$ cat src/rtl/alu_share_arbiter.sv
// Round-robin sharing of one combinational ALU between two valid/ready requesters,
// with a one-entry owner-tagged response register and an illegal-opcode screen.
module alu_share_arbiter #(
  parameter int XLEN   = 32,
  parameter int CTRL_W = 6,
  parameter int CNT_W  = 16
) (
  input  logic              clock,
  input  logic              reset_n,
  input  logic              req0_valid,
  output logic              req0_ready,
  input  logic [CTRL_W-1:0] req0_ctrl,
  input  logic [XLEN-1:0]   req0_a,
  input  logic [XLEN-1:0]   req0_b,
  input  logic              req1_valid,
  output logic              req1_ready,
  input  logic [CTRL_W-1:0] req1_ctrl,
  input  logic [XLEN-1:0]   req1_a,
  input  logic [XLEN-1:0]   req1_b,
  output logic [CTRL_W-1:0] alu_ctrl,
  output logic [XLEN-1:0]   alu_op_a,
  output logic [XLEN-1:0]   alu_op_b,
  input  logic [XLEN-1:0]   alu_result,
  output logic              rsp0_valid,
  output logic              rsp1_valid,
  input  logic              rsp0_ready,
  input  logic              rsp1_ready,
  output logic [XLEN-1:0]   rsp_data,
  output logic              rsp_err,
  output logic [CNT_W-1:0]  grant_cnt0,
  output logic [CNT_W-1:0]  grant_cnt1,
  output logic [1:0]        dbg_state
);

  // Handshakes: a request is accepted on a rising edge where reqN_valid && reqN_ready;
  // a response is consumed on a rising edge where rspN_valid && rspN_ready.
  typedef enum logic [1:0] {
    EMPTY = 2'd0,
    HOLD0 = 2'd1,
    HOLD1 = 2'd2
  } rsp_state_e;

  rsp_state_e state, state_next;
  logic       rr_ptr;
  logic       free, grant0, grant1, any_grant, sel_legal;

  function automatic logic is_legal(input logic [CTRL_W-1:0] c);
    logic ok;
    ok = 1'b0;
    if (c == CTRL_W'(6'b000000) || c == CTRL_W'(6'b001000) || c == CTRL_W'(6'b000010) ||
        c == CTRL_W'(6'b000100) || c == CTRL_W'(6'b000111))
      ok = 1'b1;
    return ok;
  endfunction

  always_comb begin
    free       = (state == EMPTY) || (state == HOLD0 && rsp0_ready) ||
                 (state == HOLD1 && rsp1_ready);
    grant0     = free && req0_valid && (!req1_valid || !rr_ptr);
    grant1     = free && req1_valid && (!req0_valid ||  rr_ptr);
    any_grant  = grant0 || grant1;
    alu_ctrl   = '0;
    alu_op_a   = '0;
    alu_op_b   = '0;
    state_next = state;
    if (grant0) begin
      alu_ctrl = req0_ctrl;
      alu_op_a = req0_a;
      alu_op_b = req0_b;
    end else if (grant1) begin
      alu_ctrl = req1_ctrl;
      alu_op_a = req1_a;
      alu_op_b = req1_b;
    end
    sel_legal = is_legal(alu_ctrl);
    if (grant0)      state_next = HOLD0;
    else if (grant1) state_next = HOLD1;
    else if (free)   state_next = EMPTY;
  end

  always_ff @(posedge clock or negedge reset_n) begin
    if (!reset_n) state <= EMPTY;
    else          state <= state_next;
  end

  // Data and error only move on a grant; after a drain they keep the last value.
  always_ff @(posedge clock or negedge reset_n) begin
    if (!reset_n) begin
      rsp_data   <= '0;
      rsp_err    <= 1'b0;
      rr_ptr     <= 1'b0;
      grant_cnt0 <= '0;
      grant_cnt1 <= '0;
    end else begin
      if (any_grant) begin
        rsp_data <= sel_legal ? alu_result : '0;
        rsp_err  <= !sel_legal;
        rr_ptr   <= grant0;
      end
      if (grant0 && grant_cnt0 != '1) grant_cnt0 <= grant_cnt0 + CNT_W'(1);
      if (grant1 && grant_cnt1 != '1) grant_cnt1 <= grant_cnt1 + CNT_W'(1);
    end
  end

  assign req0_ready = grant0;
  assign req1_ready = grant1;
  assign rsp0_valid = (state == HOLD0);
  assign rsp1_valid = (state == HOLD1);
  assign dbg_state  = state;

endmodule
$ cat config.mk
export PLATFORM = sky130hd
export DESIGN_NAME = alu_share_arbiter
export DESIGN_NICKNAME = d
export VERILOG_FILES = /design/src/rtl/alu_share_arbiter.sv
export SDC_FILE = /design/constraint.sdc
export NUM_CORES = 1
export LEC_CHECK = 0
export CORE_AREA = 5 5 120 122
export CTS_CLUSTER_DIAMETER = 80
export DETAILED_ROUTE_END_ITERATION = 10
export DIE_AREA = 0 0 125 127
export PLACE_DENSITY = 0.69
export SLEW_MARGIN = 25
export SYNTH_ARGS = -nofsm -noshare
export SYNTH_HDL_FRONTEND = slang
export SYNTH_SLANG_ARGS = --single-unit
export TNS_END_PERCENT = 20
$ cat constraint.sdc
create_clock -name clock -period 2.85 [get_ports clock]
set_input_delay 0.7125 -clock clock [delete_from_list [all_inputs] [get_ports clock]]
set_output_delay 0.7125 -clock clock [all_outputs]
set_load 0.005 [all_outputs]
==> results.txt, run 1 <==
Overall power consumption after layout is estimated at ~6.1 mW. The beginning of the critical path is rsp1_ready. The share of total power dissipated in sequential elements is 26.0%. The first-pass iteration count of the detailed router is 4. The number of clock buffers added by TritonCTS is 9. The data required time at the worst endpoint is 2.14 ns. The floorplan step defined a core boundary enclosing ~13000 µm².

Traced cell by cell, the critical path runs through clkdlybuf4s15_2, nor2b_4, o211ai_1, inv_2, buf_12, buf_4, buf_12, a22o_1, buf_2. After detailed routing, the number of remaining DRC violations is 0. The leading register cell type out of synthesis is sky130_fd_sc_hd__dfrtp_1. The final RePlAce weighted congestion came out at around 0.99. The count of fill cells added during filler insertion came out at about 1100. The worst setup path is launched from an input pin. The effective utilization at floorplan came out at 27.9%. In the layout the commonest cells are sky130_fd_sc_hd__clkdlybuf4s50_1, sky130_fd_sc_hd__dfrtp_1, sky130_fd_sc_hd__a22o_1. The leakage power is roughly 3.4 nW.

The post-synthesis average cell area is approximately 11 µm². The critical-path cell with the highest stage delay is sky130_fd_sc_hd__o211ai_1. The number of nets at the end of the flow came out at slightly below 900.

The flow ran to the end, and the final reports show no timing, DRC or antenna violations. The number of input and output port buffers inserted is about 320. The highest layer used for signal routing is met4.

The tightest min-delay check is of the in -> async type. The pin count of the biggest net entering global routing came out at 43. The number of unique standard cell types used by synthesis came out at 39.

The clock passes through at most 2 buffers. The minimum clock period came out at between 2 and 3 ns. The count of hold buffers inserted by post-cts repair is 0.

Counting stages on the worst path, the most repeated cell is sky130_fd_sc_hd__buf_12. The switching component of the power is slightly below 2 mW. The count of synthesis-stage warnings from yosys came out at 0. The number of rows in the core area is 42.

The max-slew violation count was 0. The amount of wire on met2 after detailed routing came out at just over 10000 µm. The first global-routing pass estimated around 29000 µm of wire. The library cell used as clock root buffer is sky130_fd_sc_hd__clkbuf_16. The number of max-cap violations is 0. Setup repair after global routing could not meet its margin everywhere. The clock edge transition at the registers on the reported setup and hold paths is ~0.050 ns. The half-perimeter wire length after detailed placement is roughly 16000 µm. The placed instance area is 7300 µm². The sum of met3 wire segment lengths after detailed routing is about 1600 µm. STA classifies the critical path endpoint as an output port. In the final routed layout, each cell accounts on average for ~23 µm. After detailed routing, the number of vias per cell comes to slightly above 5. The number of endpoints with negative hold slack in the final report is 0. The commonest non-fill, non-tap cell in the layout is sky130_fd_sc_hd__clkdlybuf4s50_1. Along the worst path, the maximum fanout reaches 9. Of the total power, the share spent switching nets is 32.0%. The clock reaches the later pin of the worst-skew pair after around 0.33 ns. The synthesized netlist cell count came out at roughly 340. The share of total power dissipated in combinational logic is a little over half. TritonCTS built the clock tree. Cells with a size suffix above 1 make up 20.4% of the layout.

The combined flip-flop and latch cell area is around 1700 µm². The fraction of registers with async set or reset after synthesis came out at between 90% and 100%. The total die area is 15900 µm².

The longest individual stage delay on the worst path came out at 0.24 ns. The area of all placed cells without fillers came out at approximately 7700 µm². In this run the power density over the cells is 788 nW/µm². The final-report setup violation count came out at 0. For this block, the via count after detailed routing is approximately 4500. The arrival time of data at the critical path endpoint came out at 2.09 ns. The clock share of power came out at between 20% and 30%. The overall fraction of global-route tracks in use came out at between 20% and 30%. The worst-case headroom to the max-slew limit is 58.6%. The number of H-tree levels is 3. For this run, the register share of the synthesized area comes to about 47%.

The peak clock frequency supported by timing came out at 0.357 GHz. The net count of the mapped netlist came out at approximately 520. The residual antenna-violating net count after detailed routing came out at 0. The critical path is of the in -> out type. The share of the cycle needed by the critical path after routing came out at 98.3%. The number of synthesized register bits came out at between 60 and 70. On the final layout, the worst clock skew is 0.00749 ns. The die height is about 130 µm.

The internal power summed over all cells came out at around 4.1 mW. The number of antenna violations at the first check in global routing is 6. The actual slew at the worst max-slew pin came out at between 0.6 and 0.7 ns. Summing all multi-input logic gate instances after layout gives 1880 µm². The cell area after synthesis is 3650 µm². VDD sags by at most ~310 µV. The total routed wire length on the met1 layer is between 7000 and 8000 µm. The total length of routed wires is around 20000 µm.

The number of enable-type register cells in the synthesized netlist came out at 0. The width of the chip came out at about 130 µm. The number of I/O pins is ~320. The reg-to-reg critical path startpoint is rr_ptr. The total congestion overflow is 0. The count of clock tree sinks came out at between 60 and 70. The number of violations reported at the end of detailed-routing iteration 0 came out at 245.

The via count of the first global-routing pass came out at 4661. The area growth from synthesis to layout is 110%. The post-route core utilization is between 50 and 60%. After routing, the total negative slack on setup checks comes to 0 ns.
-- layout make-up --
cell class | count | area share (%)
inverter | 5 | 0.244
antenna | 6 | 0.196
sequential | 68 | 22.2
clock buffer | 10 | 3.11
tap | 176 | 2.87
clock inverter | 5 | 1.30
multi-input combinational | 242 | 24.5
timing repair buffer | 367 | 45.6
-- metrics by stage --
step / setup WS [ns] / hold slack [ns] / cells
after floorplan: 0.132 / 0.417 / 341
after global placement: -0.630 / 0.470 / 842
after detailed placement: -0.592 / 0.479 / 842
after CTS: -0.0923 / 0.414 / 872
after global routing: -0.0266 / 0.455 / 879
final: 0.0493 / 0.398 / 879
-- logic make-up after synthesis --
logic type      Yosys count  share of synthesized area [%]
simple gates             89                           12.5
buf+inv                  31                           3.56
fa+ha+maj                 2                          0.685
compound gates          121                           29.2
mux                       3                          0.891
xor+xnor                 27                           6.48
flops                    68                           46.6
-- layer usage --
metal	GRT usage, %	vias to the layer above
met4	10.6	0
li1	-	2064
met1	27.1	2174
met2	42.3	243
met3	6.72	29
met5	0	-
-- power by group through the flow --
stage / logic, mW / clock network [mW] / registers [mW]
after floorplan: 1.06 / 0 / 1.56
after global placement: 3.16 / 0 / 1.57
after detailed placement: 3.18 / 0 / 1.58
after CTS: 3.26 / 1.30 / 1.57
after global routing: 3.44 / 1.35 / 1.62
final: 3.20 / 1.28 / 1.57
-- cells in the mapped netlist, types with 7 or more instances --
cell type	count	area [µm²]
sky130_fd_sc_hd__xor2_1	7	61.3
sky130_fd_sc_hd__xnor2_1	20	175
sky130_fd_sc_hd__buf_2	11	55.1
sky130_fd_sc_hd__nand2_1	17	63.8
sky130_fd_sc_hd__a22o_1	64	561
sky130_fd_sc_hd__o21ai_0	7	35.0
sky130_fd_sc_hd__nand3_1	9	45.0
sky130_fd_sc_hd__nand4_1	15	93.8
sky130_fd_sc_hd__clkbuf_1	13	48.8
sky130_fd_sc_hd__dfrtp_1	68	1700
sky130_fd_sc_hd__a32o_1	32	320
sky130_fd_sc_hd__nor2_1	20	75.1
-- critical path, delay by kind of cell --
kind,cells,cell delay (ns)
AO/OA/AOI/OAI,2,0.42
AND/OR/NAND/NOR,1,0.13
buffers and inverters,6,0.82
-- path summary, 6_finish.rpt --
kind                                  end  slack, ns  depth (start not counted)
setup reg to reg           grant_cnt0[14]       0.78                          7
hold / removal               rsp_data[28]       0.40                          1
max in group asynchronous    rsp_data[18]       1.79                          2
setup / recovery              alu_op_b[2]       0.05                          9
min in group clock           rsp_data[30]       0.49                          1
hold reg to reg              rsp_data[30]       0.49                          1
-- sequential cells by signal (all words and copies together) (netlist names) --
name and count:
rsp_err 1, grant_cnt1 16, dbg_state 2, grant_cnt0 16
rsp_data 32, rr_ptr 1
-- what timing repair did --
| item | CTS | global route |
|---|---|---|
| pin swaps | 3 | 2 |
| setup buffers | 11 | 1 |
| endpoints found under the setup margin | 72 | 47 |
| gates resized for setup | 236 | 29 |
| cloned | 4 | 0 |
Note: power is estimated with default switching activity, not from simulation.
==> inputs of run 2 (changes only) <==
Settings changed: TNS_END_PERCENT 20 to default.
==> run 2 against run 1 <==
Compared with the run above:
- worst hold slack lost 0.0012 ns
- sequential share of layout area shrank 0.072 points
- maximum frequency grew 0.13%
- cell area grew 0.33%
- global-route usage shrank 0.12 points
- power grew 0.67%
- utilization grew 0.19 points
- combinational power grew 1%
- first-iteration DRC count shrank 4.9%
- via count is essentially flat
- sequential power is essentially flat
==> results.txt, run 2 (synthesized netlist as in run 1, its figures left out) <==
The register with the highest flop count is rsp_data. The residual antenna-violating net count after detailed routing is 0. The longest individual stage delay on the worst path came out at between 0.2 and 0.3 ns. The tree is rooted in a sky130_fd_sc_hd__clkbuf_16.

The pre-antenna-repair detailed-routing pass consisted of 4 iterations. The worst-case setup slack after placement came out at -0.592 ns. STA classifies the critical path endpoint as an output port.

The total die area came out at between 15000 and 20000 µm². The placed instance area is ~7300 µm². For the worst setup path, the data arrival time is 2.08 ns. Entering global routing, the biggest net connects 43 pins.

The largest vdd supply drop is roughly 320 µV. Buffers inserted to repair hold after CTS numbered 0. The internal power summed over all cells came out at a little over 4 mW. Clock-pin slew was measured on the worst setup and hold paths at around 0.050 ns. The switching part of the total came out at 32.0%. The part of the power in registers came out at roughly 26%. The half-perimeter wire length after detailed placement is 16100 µm. The via count of the first global-routing pass is about 4600. The initialized floorplan defines 42 standard-cell rows. The area of all placed cells without fillers is a little under 8000 µm².

The switching component of the power is approximately 2.0 mW. The max-slew violation count came out at 0. The width of the chip came out at 125 µm. The share of the cycle needed by the critical path after routing is between 90% and 100%. The DRC violation count after routing is 0. The worst-path maximum fanout came out at 9. The number of nets at the end of the flow is 874. The clock share of power is a little over a fifth.

The clock arrives with between 0.007 and 0.008 ns of skew. The flip-flop count of the largest register after layout is 32. In the final layout, the share of cells above drive strength 1 is roughly a fifth.

Pin placement for this block handled 319 I/O pins. The clock passes through at most 2 buffers. Max-cap violations in this run came to 0. The library cells used most frequently in the layout, excluding fill and tap cells, are sky130_fd_sc_hd__clkdlybuf4s50_1, sky130_fd_sc_hd__dfrtp_1, sky130_fd_sc_hd__a22o_1.

Setup slack on the critical path of the routed design comes to between 0.05 and 0.06 ns. The area growth from synthesis to final layout came out at 111%. The wire length of the first global-routing pass came out at 29100 µm. The number of violations reported at the end of detailed-routing iteration 0 came out at between 200 and 250.

The cell that appears most often on the critical path is sky130_fd_sc_hd__buf_12. TritonCTS built the clock tree. The peak clock frequency supported by timing came out at approximately 0.36 GHz.

The number of antenna violations at the first check in global routing is 5. The slowest stage of the critical path belongs to the cell sky130_fd_sc_hd__dlygate4sd2_1. The count of clock tree sinks is about 70. The leakage power came out at approximately 3.4 nW.

The total CTS buffers is 9. The path class of the tightest hold or removal check is in -> async. The number of input and output port buffers inserted is approximately 320. The commonest non-fill, non-tap cell in the layout is sky130_fd_sc_hd__clkdlybuf4s50_1. The effective utilization at floorplan is 27.9%. The final-report setup violation count is 0. The cell area power density came out at slightly below 800 nW/µm². The H-tree was split into 3 levels. The minimum clock period is between 2 and 3 ns. The final RePlAce weighted congestion is 0.990. The element type at the critical path start is an input pin. The total congestion overflow came out at 0. The data required time at the worst endpoint came out at between 2 and 2.5 ns.

The number of endpoints with negative hold slack in the final report is 0. Summed over all layers, the routed wires come to between 20000 and 25000 µm. The overall fraction of global-route tracks in use is a little under a quarter. The signal on the critical path passes through dlygate4sd2_1, a21boi_4, o211ai_1, inv_2, buf_12, buf_4, buf_12, a22o_1, buf_2. The actual slew at the worst max-slew pin came out at approximately 0.62 ns. The source-to-sink clock delay at the later pin of the worst-skew pair came out at 0.33 ns. Detailed routing inserted a total of 4514 vias. The die height is 127 µm. After detailed routing, the number of vias per cell comes to 5.14. The largest registers in the layout are rsp_data: 32 flops, grant_cnt0: 16 flops, grant_cnt1: 16 flops.

The critical path is of the in -> out type. The area of the core is roughly 13000 µm². The relative contribution of combinational cells to total power is between 50 and 60%.

The routed wire length per instance came out at 22.8 µm. The run finished with clean final reports. Measured against its own limit, the worst slew margin works out to 58.7%.
==> run 2: critical path, delay by kind of cell <==
family                 cells  cell delay (ns)
AO/OA/AOI/OAI              3             0.47
buffers and inverters      6             0.89
==> run 2: path summary, 6_finish.rpt <==
| kind | startpoint | end | slack, ns | cells past startpoint |
|---|---|---|---|---|
| max | req0_valid | alu_op_b[2] | 0.05 | 9 |
| min | reset_n | rsp_data[28] | 0.40 | 1 |
| max reg2reg | dbg_state[0] | grant_cnt0[14] | 0.75 | 7 |
| min reg2reg | rsp_data[30] | rsp_data[30] | 0.49 | 1 |
| max in group asynchronous | reset_n | rsp_data[18] | 1.79 | 2 |
| min in group clock | rsp_data[30] | rsp_data[30] | 0.49 | 1 |
==> run 2: repair_timing <==
item	CTS	global route
cloned	4	1
gates resized for setup	275	8
pin swaps	14	3
buffers inserted	11	2
setup endpoints to repair	72	49
==> run 2: metrics by stage <==
step / utilization [%] / power (mW) / instances / setup TNS (ns) / hold WS [ns]
floorplan: - / 2.62 / 341 / 0 / 0.417
CTS: 58.5 / 6.09 / 871 / -0.0202 / 0.414
global route: 58.9 / 6.44 / 879 / -0.0138 / 0.455
finish: 58.9 / 6.09 / 879 / 0 / 0.397
global placement: 55.8 / 4.72 / 842 / -35.83 / 0.470
detailed placement: 55.8 / 4.76 / 842 / -34.77 / 0.479
==> run 2: power by group through the flow <==
stage                     sequential (mW)  clock [mW]  combinational, mW
after floorplan                      1.56           0               1.06
after global placement               1.57           0               3.16
after detailed placement             1.58           0               3.18
after CTS                            1.57        1.30               3.21
after global routing                 1.62        1.35               3.47
final                                1.58        1.28               3.24
==> run 2: layout make-up <==
type                       count  area, µm²
clock buffer                  10        239
clock inverter                 5        100
tap                          176        220
inverter                       5       18.8
multi-input combinational    242       1880
timing repair buffer         368       3530
sequential                    68       1700
fill                        1138       5380
antenna                        5       12.5
==> run 2: layer usage <==
layer	up-vias	GRT usage [%]	part of all wire (%)
li1	2064	-	-
met1	2177	27.0	38
met2	249	42.3	51
met3	24	6.51	7.9
met4	0	10.5	3.1
met5	-	0	0
==> variant 1 (settings of run 1) <==
`XLEN`: 32 -> 24.
--- a/src/rtl/alu_share_arbiter.sv
+++ b/src/rtl/alu_share_arbiter.sv
@@ -2,5 +2,5 @@
 // with a one-entry owner-tagged response register and an illegal-opcode screen.
 module alu_share_arbiter #(
-  parameter int XLEN   = 32,
+  parameter int XLEN   = 24,
   parameter int CTRL_W = 6,
   parameter int CNT_W  = 16
Ports: changed (8 resized); port bits go from 319 to 255. No check against the original RTL was run, so the function may have changed too.
==> variant 1 against run 1 <==
  * Final cell count shrank 13%
  * Via count shrank 18%
  * Setup slack lost 0.0097 ns
  * Area after synthesis shrank 11%
  * Power shrank 16%
  * Sequential cell count shrank 8
  * Wire length shrank 31%
  * Design area shrank 15%
  * Core utilization shrank 8.8 points
  * Critical path type unchanged
  * Highest routed layer unchanged
==> variant 1: results (changes against run 1) <==
Placement
  • IO Port Bufs: 254 (was 318)
  • DP Cell Count: 743 (was 842)
  • Place WS: -0.445 ns (was -0.592 ns)
  • Final HPWL DP: 11000 um (was 16100 um)

Run status
  • Status: completed (unchanged)

Power and ir drop
  • Cell-internal power: 3.46 mW (was 4.12 mW)
  • Pleak: 2.83 nW (was 3.36 nW)

Global route
  • Gr usage total: 16.6% (was 24.0%)
  • Initial antenna violation count: 0 (was 6)
  • Largest net degree at the start of global routing: 32 (was 43)
  • First-pass GRT wire length: 21100 um (was 29200 um)
  • Vias in the first global route: 3980 (was 4661)

Worst setup path
  • Worst setup endpoint: alu_op_a[16] (was alu_op_b[2])
  • Crit-path max FO: 13 (was 9)
  • Reg2reg end: rsp_data[4] (was grant_cnt0[14])

CTS
  • Resized Gates After CTS: 136 (was 236)
  • Setup bufs post-CTS: 6 (was 11)

STA
  • WHS: 0.254 ns (was 0.398 ns)
  • Post-Route Skew: 0.00735 ns (was 0.00749 ns)

Detailed routing
  • Via density per instance: 4.80 (was 5.13)
  • Metal3 WL: 1230 um (was 1630 um)

Finish
  • Area of the multi-input gates: 1680 um^2 (was 1880 um^2)
  • Final net count: 728 (was 873)

Synth
  • Synthesized Nets: 444 (was 521)
  • Syn_area_per_cell: 10.6 um^2 (was 10.7 um^2)
==> variant 1: final cells by class <==
class	count	share of cell area, %
Multi-Input combinational cell	221	25.7
Sequential cell	60	23.0
Clock inverter	6	1.44
Inverter	4	0.307
Tap cell	176	3.38
Timing Repair Buffer	292	42.5
Clock buffer	10	3.67
==> variant 1: logic make-up after synthesis <==
kind of cell    Yosys count  synth area share, %
simple gates             92                 15.1
compound gates           97                 26.4
fa+ha+maj                 2                0.774
mux                       3                 1.05
buf+inv                  23                 2.86
flops                    60                 46.5
xor+xnor                 27                 7.32
==> variant 1: power groups by stage <==
| stage | combinational, mW | sequential, mW | clock, mW |
|---|---|---|---|
| floorplan | 0.893 | 1.37 | 0 |
| global route | 2.74 | 1.43 | 1.27 |
| detailed placement | 2.54 | 1.39 | 0 |
| global placement | 2.52 | 1.37 | 0 |
| finish | 2.53 | 1.38 | 1.19 |
| CTS | 2.61 | 1.38 | 1.23 |
==> variant 2 (flow settings as in run 1) <==
Made on the original files. Make the reset (`reset_n`) synchronous in 2 clocked blocks.
--- a/src/rtl/alu_share_arbiter.sv
+++ b/src/rtl/alu_share_arbiter.sv
@@ -79,5 +79,5 @@
   end
 
-  always_ff @(posedge clock or negedge reset_n) begin
+  always_ff @(posedge clock) begin
     if (!reset_n) state <= EMPTY;
     else          state <= state_next;
@@ -85,5 +85,5 @@
 
   // Data and error only move on a grant; after a drain they keep the last value.
-  always_ff @(posedge clock or negedge reset_n) begin
+  always_ff @(posedge clock) begin
     if (!reset_n) begin
       rsp_data   <= '0;
Function: differs if reset_n is asserted again (counterexample within 4 cycles, from zero or initial values and one cycle with reset_n low); with reset_n held inactive, the same outputs for 10 cycles.
==> variant 2 against run 1 <==
  * The flow now finishes with violations (negative setup slack)
  * Setup slack got worse by 0.079 ns
  * Largest cell class unchanged
  * Wire length rose by 5.2%
  * Sequential cell count did not move
  * Area after synthesis rose by 8.2%
  * Design area rose by 4.0%
  * Clock skew fell by 0.00063 ns
Power is not compared: it rests on default switching activity, and its combinational part moved more than twofold at a synthesized area within 25%.
==> variant 2: results (changes against run 1) <==
Global route
  • Gr usage total: 25.2% (was 24.0%)
  • Vias in the first global route: 5307 (was 4661)
  • Largest net degree at the start of global routing: 33 (was 43)
  • Initial antenna violation count: 1 (was 6)
  • First-pass GRT wire length: 31600 um (was 29200 um)

Worst setup path
  • CP peak stage delay: 0.21 ns (was 0.24 ns)
  • Crit-path max FO: 8 (was 9)
  • CP max stage cell: a22o_1 (was o211ai_1)
  • Critical path origin: rsp0_ready (was rsp1_ready)
  • R2R depth: 12 (was 7)
  • Worst EP arrival: 2.17 ns (was 2.09 ns)
  • Critical R2R Launch: dbg_state[1] (was rr_ptr)

Synth
  • Synth cell types: 52 (was 39)
  • Synth Flop Type: dfxtp_1 (was dfrtp_1)
  • Seq/Total Area, Yosys: 34.5% (was 46.6%)
  • Synthesized Nets: 644 (was 521)
  • Largest cells by area after synthesis: dfxtp_1 (34%), a22o_1 (14%), nand2_1 (8.1%) (was dfrtp_1 (47%), a22o_1 (15%), a32o_1 (8.8%))
  • Top cells by count, synth: nand2_1 (85), dfxtp_1 (68), a22o_1 (65) (was dfrtp_1 (68), a22o_1 (64), a32o_1 (32))
  • Post-synth ARST share: 0% (was 100%)

Finish
  • Final net count: 995 (was 873)
  • Fillers: 1145 (was 1130)
  • Layout cells sized above 1: 20.6% (was 20.4%)
  • Area Growth Syn to Fin: 102% (was 110%)

Run status
  • Status: complete, but fails checks (was completed)
  • Failing checks: negative setup slack

Placement
  • Post-DP Area: 7520 um^2 (was 7300 um^2)
  • Routability cong.: 0.960 (was 0.990)
  • Place WS: -0.565 ns (was -0.592 ns)
  • Final HPWL DP: 16500 um (was 16100 um)

STA
  • Worst slew margin relative to its limit: 51.9% (was 58.6%)
  • Post-Route Skew: 0.00686 ns (was 0.00749 ns)
  • Final setup fails: 5 (was 0)
  • Final worst setup slack: -0.0296 ns (was 0.0493 ns)

Detailed routing
  • Metal3 WL: 1660 um (was 1630 um)
  • Drt first pass iters: 5 (was 4)
  • Uppermost layer routed: met4 (unchanged)
  • Initial DRC count: 239 (was 245)
  • Wire length on met2: 10900 um (was 10200 um)
  • Final WL: 21000 um (was 19900 um)
  • Wl on met1: 8180 um (was 7410 um)
  • Vias: 5090 (was 4510)

CTS
  • H-tree depth: 3 (unchanged)

Min path
  • Worst Hold Class: flop to flop (was primary input to asynchronous set/reset pin)
variant 2: through the flow:
step                setup TNS (ns)  cells
floorplan                        0    464
global placement            -35.59    954
detailed placement          -35.69    954
CTS                       -0.00352    989
global route                -0.223    996
finish                     -0.0703    996
variant 2: repair_timing:
item | CTS | global route
pin swaps | 6 | 7
gates resized for setup | 192 | 60
endpoints found under the hold margin | 0 | 0
setup buffers | 14 | 7
hold buffers | 0 | 0
cloned | 6 | 0
endpoints found under the setup margin | 72 | 57
variant 2: worst paths after layout:
check | to | slack (ns)
setup / recovery | alu_op_b[22] | -0.03
hold / removal | rsp_data[17] | 0.45
setup reg to reg | rsp_data[0] | 0.64
hold reg to reg | rsp_data[17] | 0.45
variant 2: where the power goes:
part / switching (mW) / leakage (nW) / internal, mW / total (mW)
registers: 0.0259 / 0.551 / 0.984 / 1.01
clock network: 0.412 / 0.148 / 0.762 / 1.17
logic: 0.436 / 2.51 / 0.656 / 1.09
variant 2: area by class of cell:
type / count / area share (%)
clock inverters: 6 / 1.11
well taps: 176 / 2.76
diodes: 1 / 0.0313
clock buffers: 9 / 2.82
flip-flops and latches: 68 / 17.1
repair buffers: 375 / 45.3
inverters: 10 / 0.595
multi-input cells: 351 / 30.3
variant 2: cells by family after synthesis:
kind of cell | synth area share (%)
fa+ha+maj | 0.634
mux | 2.53
xor+xnor | 3.55
simple gates | 20.7
buf+inv | 5.32
compound gates | 32.8
flops | 34.5
variant 2: metal layers:
layer | vias up | GRT usage (%)
met5 | - | 0
met4 | 0 | 4.91
met1 | 2398 | 28.4
met3 | 20 | 7.89
met2 | 240 | 47.0
li1 | 2432 | -
